<file path="src/rtl/uart_protocol.sv">
// uart_protocol: parameterised UART transmitter.
// Each accepted request is sent as one frame: a start bit (0), DATA data bits LSB first,
// an optional parity bit, then STOP_BITS stop bits (1). Every line bit lasts
// CLKS_PER_BIT = CLK_FREQ / BAUD_RATE clocks.
//
// Ports:
//   clk      - system clock, rising edge
//   reset    - asynchronous active-low reset; aborts any frame and forces the line high
//   tx_start - transmit request, level-sensitive, sampled only while idle
//   data     - word to send, captured on the accepting edge
//   tx_out   - registered serial line, idles high
//   tx_busy  - registered, high from acceptance until the last stop bit completes
module uart_protocol #(
  parameter int unsigned DATA       = 8,
  parameter int unsigned CLK_FREQ   = 50_000_000,
  parameter int unsigned BAUD_RATE  = 115200,
  parameter int unsigned PARITY_EN  = 0,
  parameter int unsigned PARITY_ODD = 0,
  parameter int unsigned STOP_BITS  = 1
) (
  input  logic            clk,
  input  logic            reset,
  input  logic            tx_start,
  input  logic [DATA-1:0] data,
  output logic            tx_out,
  output logic            tx_busy
);

  localparam int unsigned CLKS_PER_BIT = CLK_FREQ / BAUD_RATE;
  localparam int unsigned CntW = (CLKS_PER_BIT > 1) ? $clog2(CLKS_PER_BIT) : 1;
  localparam int unsigned BitW = 4;
  localparam logic [CntW-1:0] CntMax  = CntW'(CLKS_PER_BIT - 1);
  localparam logic [BitW-1:0] LastBit = BitW'(DATA - 1);
  localparam logic [BitW-1:0] LastStp = BitW'(STOP_BITS - 1);

  if (CLKS_PER_BIT < 2) begin : g_bad_baud
    $error("uart_protocol: CLK_FREQ / BAUD_RATE must be at least 2");
  end

  typedef enum logic [2:0] {
    StIdle,
    StStart,
    StData,
    StParity,
    StStop
  } state_e;

  state_e          state_q, state_d;
  logic [CntW-1:0] cnt_q, cnt_d;
  logic [BitW-1:0] bit_q, bit_d;
  logic [DATA-1:0] shift_q, shift_d;
  logic            par_q, par_d;
  logic            tx_q, tx_d;
  logic            busy_q, busy_d;
  logic            last_clk;

  assign last_clk = (cnt_q == CntMax);

  always_comb begin
    state_d = state_q;
    cnt_d   = cnt_q;
    bit_d   = bit_q;
    shift_d = shift_q;
    par_d   = par_q;
    tx_d    = tx_q;
    busy_d  = busy_q;

    if (state_q == StIdle) begin
      tx_d   = 1'b1;
      busy_d = 1'b0;
      if (tx_start) begin
        shift_d = data;
        par_d   = (^data) ^ (PARITY_ODD != 0);
        tx_d    = 1'b0;
        busy_d  = 1'b1;
        cnt_d   = '0;
        bit_d   = '0;
        state_d = StStart;
      end
    end else if (!last_clk) begin
      cnt_d = cnt_q + 1'b1;
    end else begin
      // Bit period over: decide what the line carries next.
      cnt_d = '0;
      unique case (state_q)
        StStart: begin
          tx_d    = shift_q[0];
          shift_d = shift_q >> 1;
          bit_d   = '0;
          state_d = StData;
        end
        StData: begin
          if (bit_q == LastBit) begin
            bit_d = '0;
            if (PARITY_EN != 0) begin
              tx_d    = par_q;
              state_d = StParity;
            end else begin
              tx_d    = 1'b1;
              state_d = StStop;
            end
          end else begin
            tx_d    = shift_q[0];
            shift_d = shift_q >> 1;
            bit_d   = bit_q + 1'b1;
          end
        end
        StParity: begin
          tx_d    = 1'b1;
          bit_d   = '0;
          state_d = StStop;
        end
        StStop: begin
          if (bit_q == LastStp) begin
            tx_d    = 1'b1;
            busy_d  = 1'b0;
            bit_d   = '0;
            state_d = StIdle;
          end else begin
            bit_d = bit_q + 1'b1;
          end
        end
        default: begin
          tx_d    = 1'b1;
          busy_d  = 1'b0;
          state_d = StIdle;
        end
      endcase
    end
  end

  always_ff @(posedge clk or negedge reset) begin
    if (!reset) begin
      state_q <= StIdle;
      cnt_q   <= '0;
      bit_q   <= '0;
      shift_q <= '0;
      par_q   <= 1'b0;
      tx_q    <= 1'b1;
      busy_q  <= 1'b0;
    end else begin
      state_q <= state_d;
      cnt_q   <= cnt_d;
      bit_q   <= bit_d;
      shift_q <= shift_d;
      par_q   <= par_d;
      tx_q    <= tx_d;
      busy_q  <= busy_d;
    end
  end

  assign tx_out  = tx_q;
  assign tx_busy = busy_q;

endmodule

</file>
<file path="config.mk">
export PLATFORM = sky130hd
export DESIGN_NAME = uart_protocol
export DESIGN_NICKNAME = d
export VERILOG_FILES = /design/src/rtl/uart_protocol.sv
export SDC_FILE = /design/constraint.sdc
export NUM_CORES = 1
export LEC_CHECK = 0
export ABC_AREA = 1
export BUFFER_PORTS_ARGS = -buffer_cell sky130_fd_sc_hd__buf_2
export CAP_MARGIN = 30
export CORE_MARGIN = 1.5
export CORE_UTILIZATION = 33
export CTS_BUF_LIST = sky130_fd_sc_hd__clkbuf_16
export DETAILED_ROUTE_END_ITERATION = 6
export HOLD_SLACK_MARGIN = 0.06
export PLACE_DENSITY = 0.5
export SKIP_CTS_REPAIR_TIMING = 1
export SYNTH_ARGS = -nofsm -noshare
export SYNTH_HDL_FRONTEND = slang
export SYNTH_SLANG_ARGS = --single-unit
</file>
<file path="constraint.sdc">
create_clock -name clk -period 2.5 [get_ports clk]
set_clock_uncertainty 0.2 [all_clocks]
set_input_delay 0.5 -clock clk [delete_from_list [all_inputs] [get_ports clk]]
set_output_delay 0.5 -clock clk [all_outputs]
set_load 0.01 [all_outputs]
</file>
---- After elaboration in Yosys (flattened, before gate mapping) ----
Cells that the tools add are included.
operators by class
  add/subtract/negate cells ............... 2
  $mul .................................... 0
  reduce and logical (&&, ||, !) cells .... 12
  magnitude comparators ................... 0
  shift-type cells ........................ 0
  equal/unequal tests ..................... 11
  divide/modulo/power cells ............... 0
  multiplexer cells ....................... 31
  bitwise logic cells ..................... 0
operator list
  operator             number
  $mux 8               4
  $mux 9               3
  $mux 4               5
  $pmux 8 s2           1
  $mux 3               5
  $pmux 3 s4           1
  $pmux 4 s3           1
  $add 9x1->9 const B  1
  $eq 9x9->1 const B   1
  $mux 1               9
  $ne 3x3->1 const B   3
  $reduce_and 4->1     2
  $eq 3x2->1 const B   2
  $reduce_and 3->1     2
  $add 4x1->4 const B  1
  $eq 4x3->1 const B   1
  $logic_not 4->1      1
  $reduce_bool 4->1    1
  $eq 3x1->1 const B   1
  $eq 3x3->1 const B   1
  $logic_not 3->1      1
  $pmux 1 s3           1
  $reduce_bool 3->1    1
  $reduce_or 3->1      1
  other kinds (6)      6
storage, ports and cells
  register bits ........................... 26
  memories ................................ 0
  bits in writable memories ............... 0
  output and inout port bits .............. 2
  latch bits .............................. 0
  bits in read-only memories .............. 0
  word-level logic and storage cells ...... 62

---- Logic depth before layout (Yosys ltp) ----
Gate-level depths: netlist of run 1.
  depth after elaboration ................. 5
  depth in mapped cells ................... 10

---- Worst setup path after synthesis of run 1 ----
Ideal clock, no wire load.
  path kind ............................... reg2reg
  start point ............................. register bit_q[0]
  end point ............................... register shift_q[0]
  buffers on the path ..................... 0
  stages on the path, launching flop included .. 10
  arrival time ............................ 1.314 ns
  setup slack ............................. 0.869 ns
  data required time ...................... 2.183 ns
  library setup time ...................... 0.117 ns
  cell sequence ........................... dfrtp_1 > ha_1 > nand2_1 > nor2_1 > nor2_1 > nor2_1 > nor2_4 > nand2_2 > nand2_1 > nand2_1
between the ends
  longest elaborated chain between the ends .. 3
RTL lines
  item                               line  source
  start: declaration                 50    logic [BitW-1:0] bit_q, bit_d;
  start signal: assignment           144   bit_q <= bit_d;
  $eq 4x3->1                         93    if (bit_q == LastBit) begin
  $ne 3x3->1 (no source line)        --
  $reduce_and 4->1 (no source line)  --
  end signal: assignment             145   shift_q <= shift_d;
  end: declaration                   51    logic [DATA-1:0] shift_q, shift_d;
No other way between the ends.
A chain may end at the register's enable or synchronous reset.

---- Worst setup path in the final report of run 1 ----
  start point ............................. register state_q[2]
  end point ............................... register shift_q[0]
between the ends
  longest elaborated chain between the ends .. 4
RTL lines
  item                                             line  source
  start: declaration                               48    state_e state_q, state_d;
  start signal: assignment                         134   state_q <= StIdle;
  start signal: assignment                         142   state_q <= state_d;
  $eq 3x2->1 / $eq 3x1->1 (equally long branches)  85    unique case (state_q)
  $pmux 8 s2                                       85
  $mux 8                                           80    end else if (!last_clk) begin
  $mux 8                                           68    if (state_q == StIdle) begin
Parallel ways exist; a longest one is shown, timed or not. The select of a mux whose other input is x is not followed.

==> impl_results.md, run 1 <==
- Status: complete, no violations
- Internal power: 1.12 mW
- Initial antenna violation count: 0
- Fillers: roughly 480
- Pin count of the biggest net entering global routing: 27
- First-iteration detailed-routing DRC count: 84
- Placed cells: 276
- Clock share of power: 17.5%
- CTS clk-pin slew, worst paths: approximately 0.07 ns
- Total design power: ~2.1 mW
- CTS tree: built
- Most common cell after layout, fill and taps aside: nand2_1
- Req. time, crit path: ~2.5 ns
- DR DRC count: 0
- Maximum VDD drop: 0.380 mV
- Critical path arrival: about 1.8 ns
- MaxCap Viol Count: 0
- Wire per inst: around 12 µm
- CP max FO: 17
- Fin crit share: between 70% and 80%
- Unrepaired setup endpoints after global routing: false
- Fraction of layout cells with a size suffix above 1: between 10% and 20%
- GRT Total Usage: around 15%
- Pre-CTS setup slack: roughly 0.6 ns
- Min Tclk post-route: about 1.9 ns
- Vias in the first global route: between 1000 and 1500
- Fmax: ~530 MHz
- Distinct cells, synth: 27
- Most frequent cells in the layout: 81 x nand2_1, 25 x dfrtp_1, 24 x nand3_1
- Pleak: 0.910 nW
- Die Area: around 5200 µm²
- CP startpoint kind: flip-flop
- Cell count after synthesis: around 220
- Site Rows: 24
- Worst setup EP type: flip-flop
- P_sw: between 0.9 and 1 mW
- # setup viols final: 0
- Sequential share of the synthesized area: approximately two fifths
- Core area: approximately 4500 µm²
- Sw frac: between 40% and 50%
- First-pass GRT wire length: roughly 6200 µm
- Maximum root-to-sink buffer count: 2
- Nets: 244
- Io pins: 13
- Pins Over Slew Limit: 0
- CP Class: flip-flop to flip-flop
- Post-route ant nets: 0
- Min-delay worst type: primary input to async pin
- GRT Residual Overflow: 0
- Num CTS Buffers: 3
- N_diodes: 0
- Port Buffers: 12
- TritonRoute pass-1 iters: 4
- Layout area overhead: 11.5%
- TNS Setup: 0 ns
- Non-Filler Instances: between 200 and 300
- Clk Latency, worst-skew pair: around 0.26 ns
- Placer Congestion: ~0.82
- Synth Register Bits: 26
- DRT Wirelength: ~3500 µm
- Htree depth: 1
- Die width: 71.9 µm
- Met1 Use GR: 21.0%
- Gr busiest metal: met2
- Initial Utilization: 35.0%
- DR vias: 1353
- Sequential share of power: a little over a third
- Setup ws final: approximately 0.6 ns
- Final hold violation count: 0
- Met3 Use GR: 2.36%
- Slew HR: roughly three fifths
- Met2 Resource Use GR: between 20% and 30%
- Avg Inst Size Synth: about 7.3 µm²
- Hpwl dp: roughly 2600 µm
- Worst-Margin Slew: 0.618 ns
- Syn nets: between 200 and 250
- Sink Count: 26
- Mean number of vias per cell: about 4.8
- Ys Warns: 0
- Power Density: 1180 nW/µm²
- Die height: roughly 72 µm
- Comb power frac: between 40% and 50%
- Post-Syn Area: roughly 1600 µm²
- Root buffer cell: clkbuf_16
-- flip-flops by register name (all words and copies together), names as in the netlist --
| name | cells |
|---|---|
| bit_q | 4 |
| cnt_q | 9 |
| shift_q | 8 |
| state_q | 3 |
| tx_busy | 1 |
| tx_out | 1 |
-- per-layer routing --
layer,wire [µm],up-vias
met3,94,4
li1,-,715
met4,39,0
met5,0,-
met1,1810,607
met2,1510,27
-- through the flow --
stage	utilization, %	cell area (µm²)	hold slack (ns)
final	39.1	1750	0.0419
after global placement	37.3	1670	0.254
after global routing	39.1	1750	0.107
after detailed placement	37.3	1670	0.259
after floorplan	-	1570	0.00441
after CTS	39.1	1750	0.0759
-- synth_stat cells --
| master | n | area (µm²) |
|---|---|---|
| ha_1 | 4 | 50.1 |
| o21ai_4 | 1 | 16.3 |
| nand3_4 | 1 | 17.5 |
| buf_2 | 1 | 5.00 |
| nor2_1 | 15 | 56.3 |
| buf_4 | 1 | 7.51 |
| buf_6 | 1 | 11.3 |
| nand4_1 | 2 | 12.5 |
| nor3_1 | 4 | 20.0 |
| inv_2 | 4 | 15.0 |
| inv_1 | 21 | 78.8 |
| nand2_8 | 1 | 20.0 |
| o22ai_1 | 5 | 31.3 |
| o21ai_0 | 6 | 30.0 |
| xnor2_1 | 1 | 8.76 |
| a22oi_1 | 1 | 7.51 |
| nor2_2 | 1 | 6.26 |
| clkinv_1 | 1 | 3.75 |
| dfstp_2 | 1 | 26.3 |
| dfrtp_1 | 25 | 626 |
| o21ai_1 | 4 | 20.0 |
| nand2_2 | 2 | 12.5 |
| nand3_1 | 24 | 120 |
| nor2_4 | 3 | 33.8 |
| xor2_1 | 2 | 17.5 |
| a21oi_1 | 2 | 10.0 |
| nand2_1 | 81 | 304 |
-- final timing paths --
path	to	startpoint	cells past startpoint	slack [ns]
worst max register to register	shift_q[0]$_DFFE_PN0P_	state_q[2]$_DFFE_PN0P_	7	0.61
max in group asynchronous	bit_q[0]$_DFFE_PN0P_	reset	1	1.64
worst max-delay path	shift_q[0]$_DFFE_PN0P_	state_q[2]$_DFFE_PN0P_	7	0.61
worst min-delay path	cnt_q[7]$_DFFE_PN0P_	reset	1	0.04
min in group clk	tx_out$_DFFE_PN1P_	tx_out$_DFFE_PN1P_	2	0.27
worst min register to register	tx_out$_DFFE_PN1P_	tx_out$_DFFE_PN1P_	2	0.27
-- critical path, stage by stage (launching register included) --
cell,delay [ns]
dfrtp_1,0.52
inv_2,0.14
nand2_8,0.17
inv_2,0.12
o21ai_4,0.31
nand2_2,0.18
nand2_1,0.09
nand2_1,0.05
-- cell families after synthesis --
group | synth area share [%]
compound gates | 7.34
xor+xnor | 1.68
fa+ha+maj | 3.19
buf+inv | 7.74
flops | 41.6
simple gates | 38.5
-- power groups by stage --
stage / Clock, mW / Combinational, mW / Sequential, mW
finish: 0.361 / 0.952 / 0.750
global route: 0.389 / 1.10 / 0.778
CTS: 0.380 / 0.961 / 0.752
detailed placement: 0 / 0.962 / 0.753
global placement: 0 / 0.959 / 0.760
floorplan: 0 / 0.786 / 0.712
-- layout make-up --
cell class,count,area (µm²),share of cell area (%)
well taps,52,65.1,3.72
clock buffers,3,75.1,4.29
clock inverters,1,3.75,0.215
multi-input cells,160,795,45.5
inverters,26,97.6,5.58
repair buffers,12,60.1,3.44
flip-flops and latches,26,652,37.3
No activity file was read; power rests on OpenSTA's default activity.
==> run 2: changes to the inputs <==
--- a/config.mk
+++ b/config.mk
@@ -5,7 +5,7 @@
 export SDC_FILE = /design/constraint.sdc
 export NUM_CORES = 1
 export LEC_CHECK = 0
-export ABC_AREA = 1
+export ABC_AREA = 0
 export BUFFER_PORTS_ARGS = -buffer_cell sky130_fd_sc_hd__buf_2
 export CAP_MARGIN = 30
 export CORE_MARGIN = 1.5
@@ -13,7 +13,7 @@
 export CTS_BUF_LIST = sky130_fd_sc_hd__clkbuf_16
 export DETAILED_ROUTE_END_ITERATION = 6
 export HOLD_SLACK_MARGIN = 0.06
-export PLACE_DENSITY = 0.5
+export PLACE_DENSITY = 0.52
 export SKIP_CTS_REPAIR_TIMING = 1
 export SYNTH_ARGS = -nofsm -noshare
 export SYNTH_HDL_FRONTEND = slang
==> constraint.sdc (replaced) <==
create_clock -name clk -period 1.6 [get_ports clk]
set_clock_uncertainty 0.2 [all_clocks]
set_input_delay 0.32 -clock clk [delete_from_list [all_inputs] [get_ports clk]]
set_output_delay 0.32 -clock clk [all_outputs]
set_load 0.01 [all_outputs]
==> run 2 against run 1 <==
Effect of this change:
- critical path depth shrank 3
- fmax shrank 14%
- global-route usage grew 1.2 points
- the run now ends with negative setup slack left
- largest power group unchanged
- total power grew 89%
- register-to-register slack lost 1.2 ns
- clock power grew 110%
- worst hold slack gained 0.085 ns
- largest cell class unchanged
- die area shrank 4.2%
- non-clock buffer count grew 46
- design area grew 22%
- final cell count shrank 5.7%
==> impl_results.md, run 2 <==
- Status: finished, violations left
- Violated checks: negative setup slack
- Site Rows: 24
- Cell count after synthesis: 158
- Largest register FFs: 9
- Nets: 228
- Root buffer cell: clkbuf_16
- CTS clk-pin slew, worst paths: ~0.070 ns
- Placer Congestion: a little under 0.9
- Hpwl dp: around 2800 µm
- Sequential share of power: a little over a quarter
- Syn nets: between 150 and 200
- Ys flop type: dfrtp_1
- Sequential share of the synthesized area: ~43%
- Maximum VDD drop: 0.657 mV
- Core area: 4350 µm²
- Mean number of vias per cell: roughly 5.2
- Reg2reg setup slack: -0.60 ns
- Fillers: slightly below 400
- Placed cells: approximately 250
- Pre-CTS setup slack: -0.578 ns
- Min-delay worst type: primary input to flip-flop
- WHS: between 0.1 and 0.15 ns
- Min Tclk post-route: between 2 and 2.5 ns
- Sequential cell area: 652 µm²
- Initial antenna violation count: 0
- Worst setup EP type: flip-flop
- Initial Utilization: around 34%
- Cell taking the most area after synthesis: dfrtp_1
- Most common cell after layout, fill and taps aside: buf_4
- Maximum root-to-sink buffer count: 2
- Avg Inst Size Synth: approximately 9.5 µm²
- Unrepaired setup endpoints after global routing: true
- CTS tree: built
- Synth Register Bits: 26
- Req. time, crit path: ~1.6 ns
- Ys Warns: 0
- Critical path arrival: roughly 2.2 ns
- Final hold violation count: 0
- CP Class: flip-flop to flip-flop
- Fin crit share: 138%
- DR vias: about 1400
- GRT Total Usage: 16.4%
- Multi-input gate area: around 850 µm²
- N_diodes: 0
- Async S/R FF share, synth: 100%
- DR DRC count: 0
- Most frequent cells in the layout: 36 x buf_4, 27 x nand2_1, 25 x dfrtp_1
- DRT Wirelength: 3900 µm
- Sink Count: 26
- TNS Setup: -9.97 ns
- Distinct cells, synth: 41
- Non-Filler Instances: ~260
- Post-Syn Area: 1500 µm²
- Top flop regs: cnt_q: 9 flops, shift_q: 8 flops, bit_q: 4 flops
- Pleak: 0.998 nW
- # setup viols final: 26
- CP startpoint kind: flip-flop
- Htree depth: 1
- Port Buffers: 12
- Clock share of power: a little under a fifth
- Met2 Resource Use GR: about a quarter
- Layout area overhead: 42.7%
- GRT Residual Overflow: 0
- Pin count of the biggest net entering global routing: 27
- Post-synth EDFFs: 0
- Commonest cells post-synth: 27 x nand2_1, 25 x dfrtp_1, 12 x mux2_2
- Cell with the most instances after synthesis: nand2_1
- Sw frac: 34.9%
- P_sw: 1.36 mW
- Post-route ant nets: 0
- Setup ws final: -0.604 ns
- Internal power: about 2.5 mW
- Synth area leaders: dfrtp_1 42%, mux2_2 9.0%, nand2_1 6.8%
- Pins Over Slew Limit: 0
- CP max FO: 4
- Fmax: 454 MHz
- First-pass GRT wire length: about 6400 µm
- Worst-Margin Slew: approximately 0.62 ns
- Clk Latency, worst-skew pair: roughly 0.26 ns
- First-iteration detailed-routing DRC count: 44
- Wire per inst: about 15 µm
- Gr busiest metal: met2
- Power Density: between 1500 and 2000 nW/µm²
- TritonRoute pass-1 iters: 4
- Die Area: 4960 µm²
- Vias in the first global route: around 1300
- Reg with most FFs: cnt_q
- Die height: 70.4 µm
- Comb power frac: a little over half
- Yosys top cell area share: 41.7%
- Slew HR: approximately 59%
- Met1 Use GR: 21.6%
- Final design utilization: between 40% and 50%
- Num CTS Buffers: 3
- Met3 Use GR: under 10%
- MaxCap Viol Count: 0
- Fraction of layout cells with a size suffix above 1: about 44%
- Io pins: 13
- Die width: 70.4 µm
==> run 2: cell families after synthesis <==
kind of cell    after synthesis  share of synthesized area (%)
compound gates               31                           14.2
xor+xnor                      1                          0.584
fa+ha+maj                     4                           3.34
buf+inv                      15                           4.09
flops                        26                           43.5
mux                          15                           11.0
simple gates                 66                           23.3
==> run 2: area by class of cell <==
class,instances,area share [%]
flip-flops and latches,26,30.5
repair buffers,58,20.5
clock inverters,1,1.40
well taps,52,3.04
clock buffers,3,3.51
multi-input cells,117,39.8
inverters,7,1.23
==> run 2: routing by layer <==
metal  share of wire (%)  routed length, µm
met5                   0                  0
met1                  46               1790
met3                 2.1                 80
met4                 3.8                149
met2                  48               1880
==> run 2: path summary, 6_finish.rpt <==
path | from | end | depth (start not counted)
worst max-delay path | cnt_q[2]$_DFFE_PN0P_ | bit_q[3]$_DFFE_PN0P_ | 4
worst min-delay path | data[7] | shift_q[7]$_DFFE_PN0P_ | 3
worst max register to register | cnt_q[2]$_DFFE_PN0P_ | bit_q[3]$_DFFE_PN0P_ | 4
worst min register to register | shift_q[1]$_DFFE_PN0P_ | shift_q[1]$_DFFE_PN0P_ | 1
max in group asynchronous | reset | shift_q[6]$_DFFE_PN0P_ | 2
min in group asynchronous | reset | bit_q[2]$_DFFE_PN0P_ | 2
==> run 2: power groups by stage <==
| stage | Combinational, mW | Sequential [mW] | Clock, mW |
|---|---|---|---|
| global placement | 1.75 | 1.05 | 0 |
| floorplan | 1.13 | 1.06 | 0 |
| detailed placement | 1.80 | 1.07 | 0 |
| CTS | 1.81 | 1.06 | 0.755 |
| global route | 2.32 | 1.09 | 0.787 |
| finish | 2.09 | 1.06 | 0.748 |
==> run 2: critical path, stage by stage (launching register included) <==
cell and delay (ns):
dfrtp_1 0.38, or4b_4 0.56, o41a_1 0.41, a2111oi_1 0.44, a211o_1 0.15
==> run 2: metrics by stage <==
step                      area [µm²]  power [mW]
after floorplan                 1550        2.20
after global placement          1900        2.80
after detailed placement        1900        2.87
after CTS                       2000        3.62
after global routing            2140        4.20
final                           2140        3.90
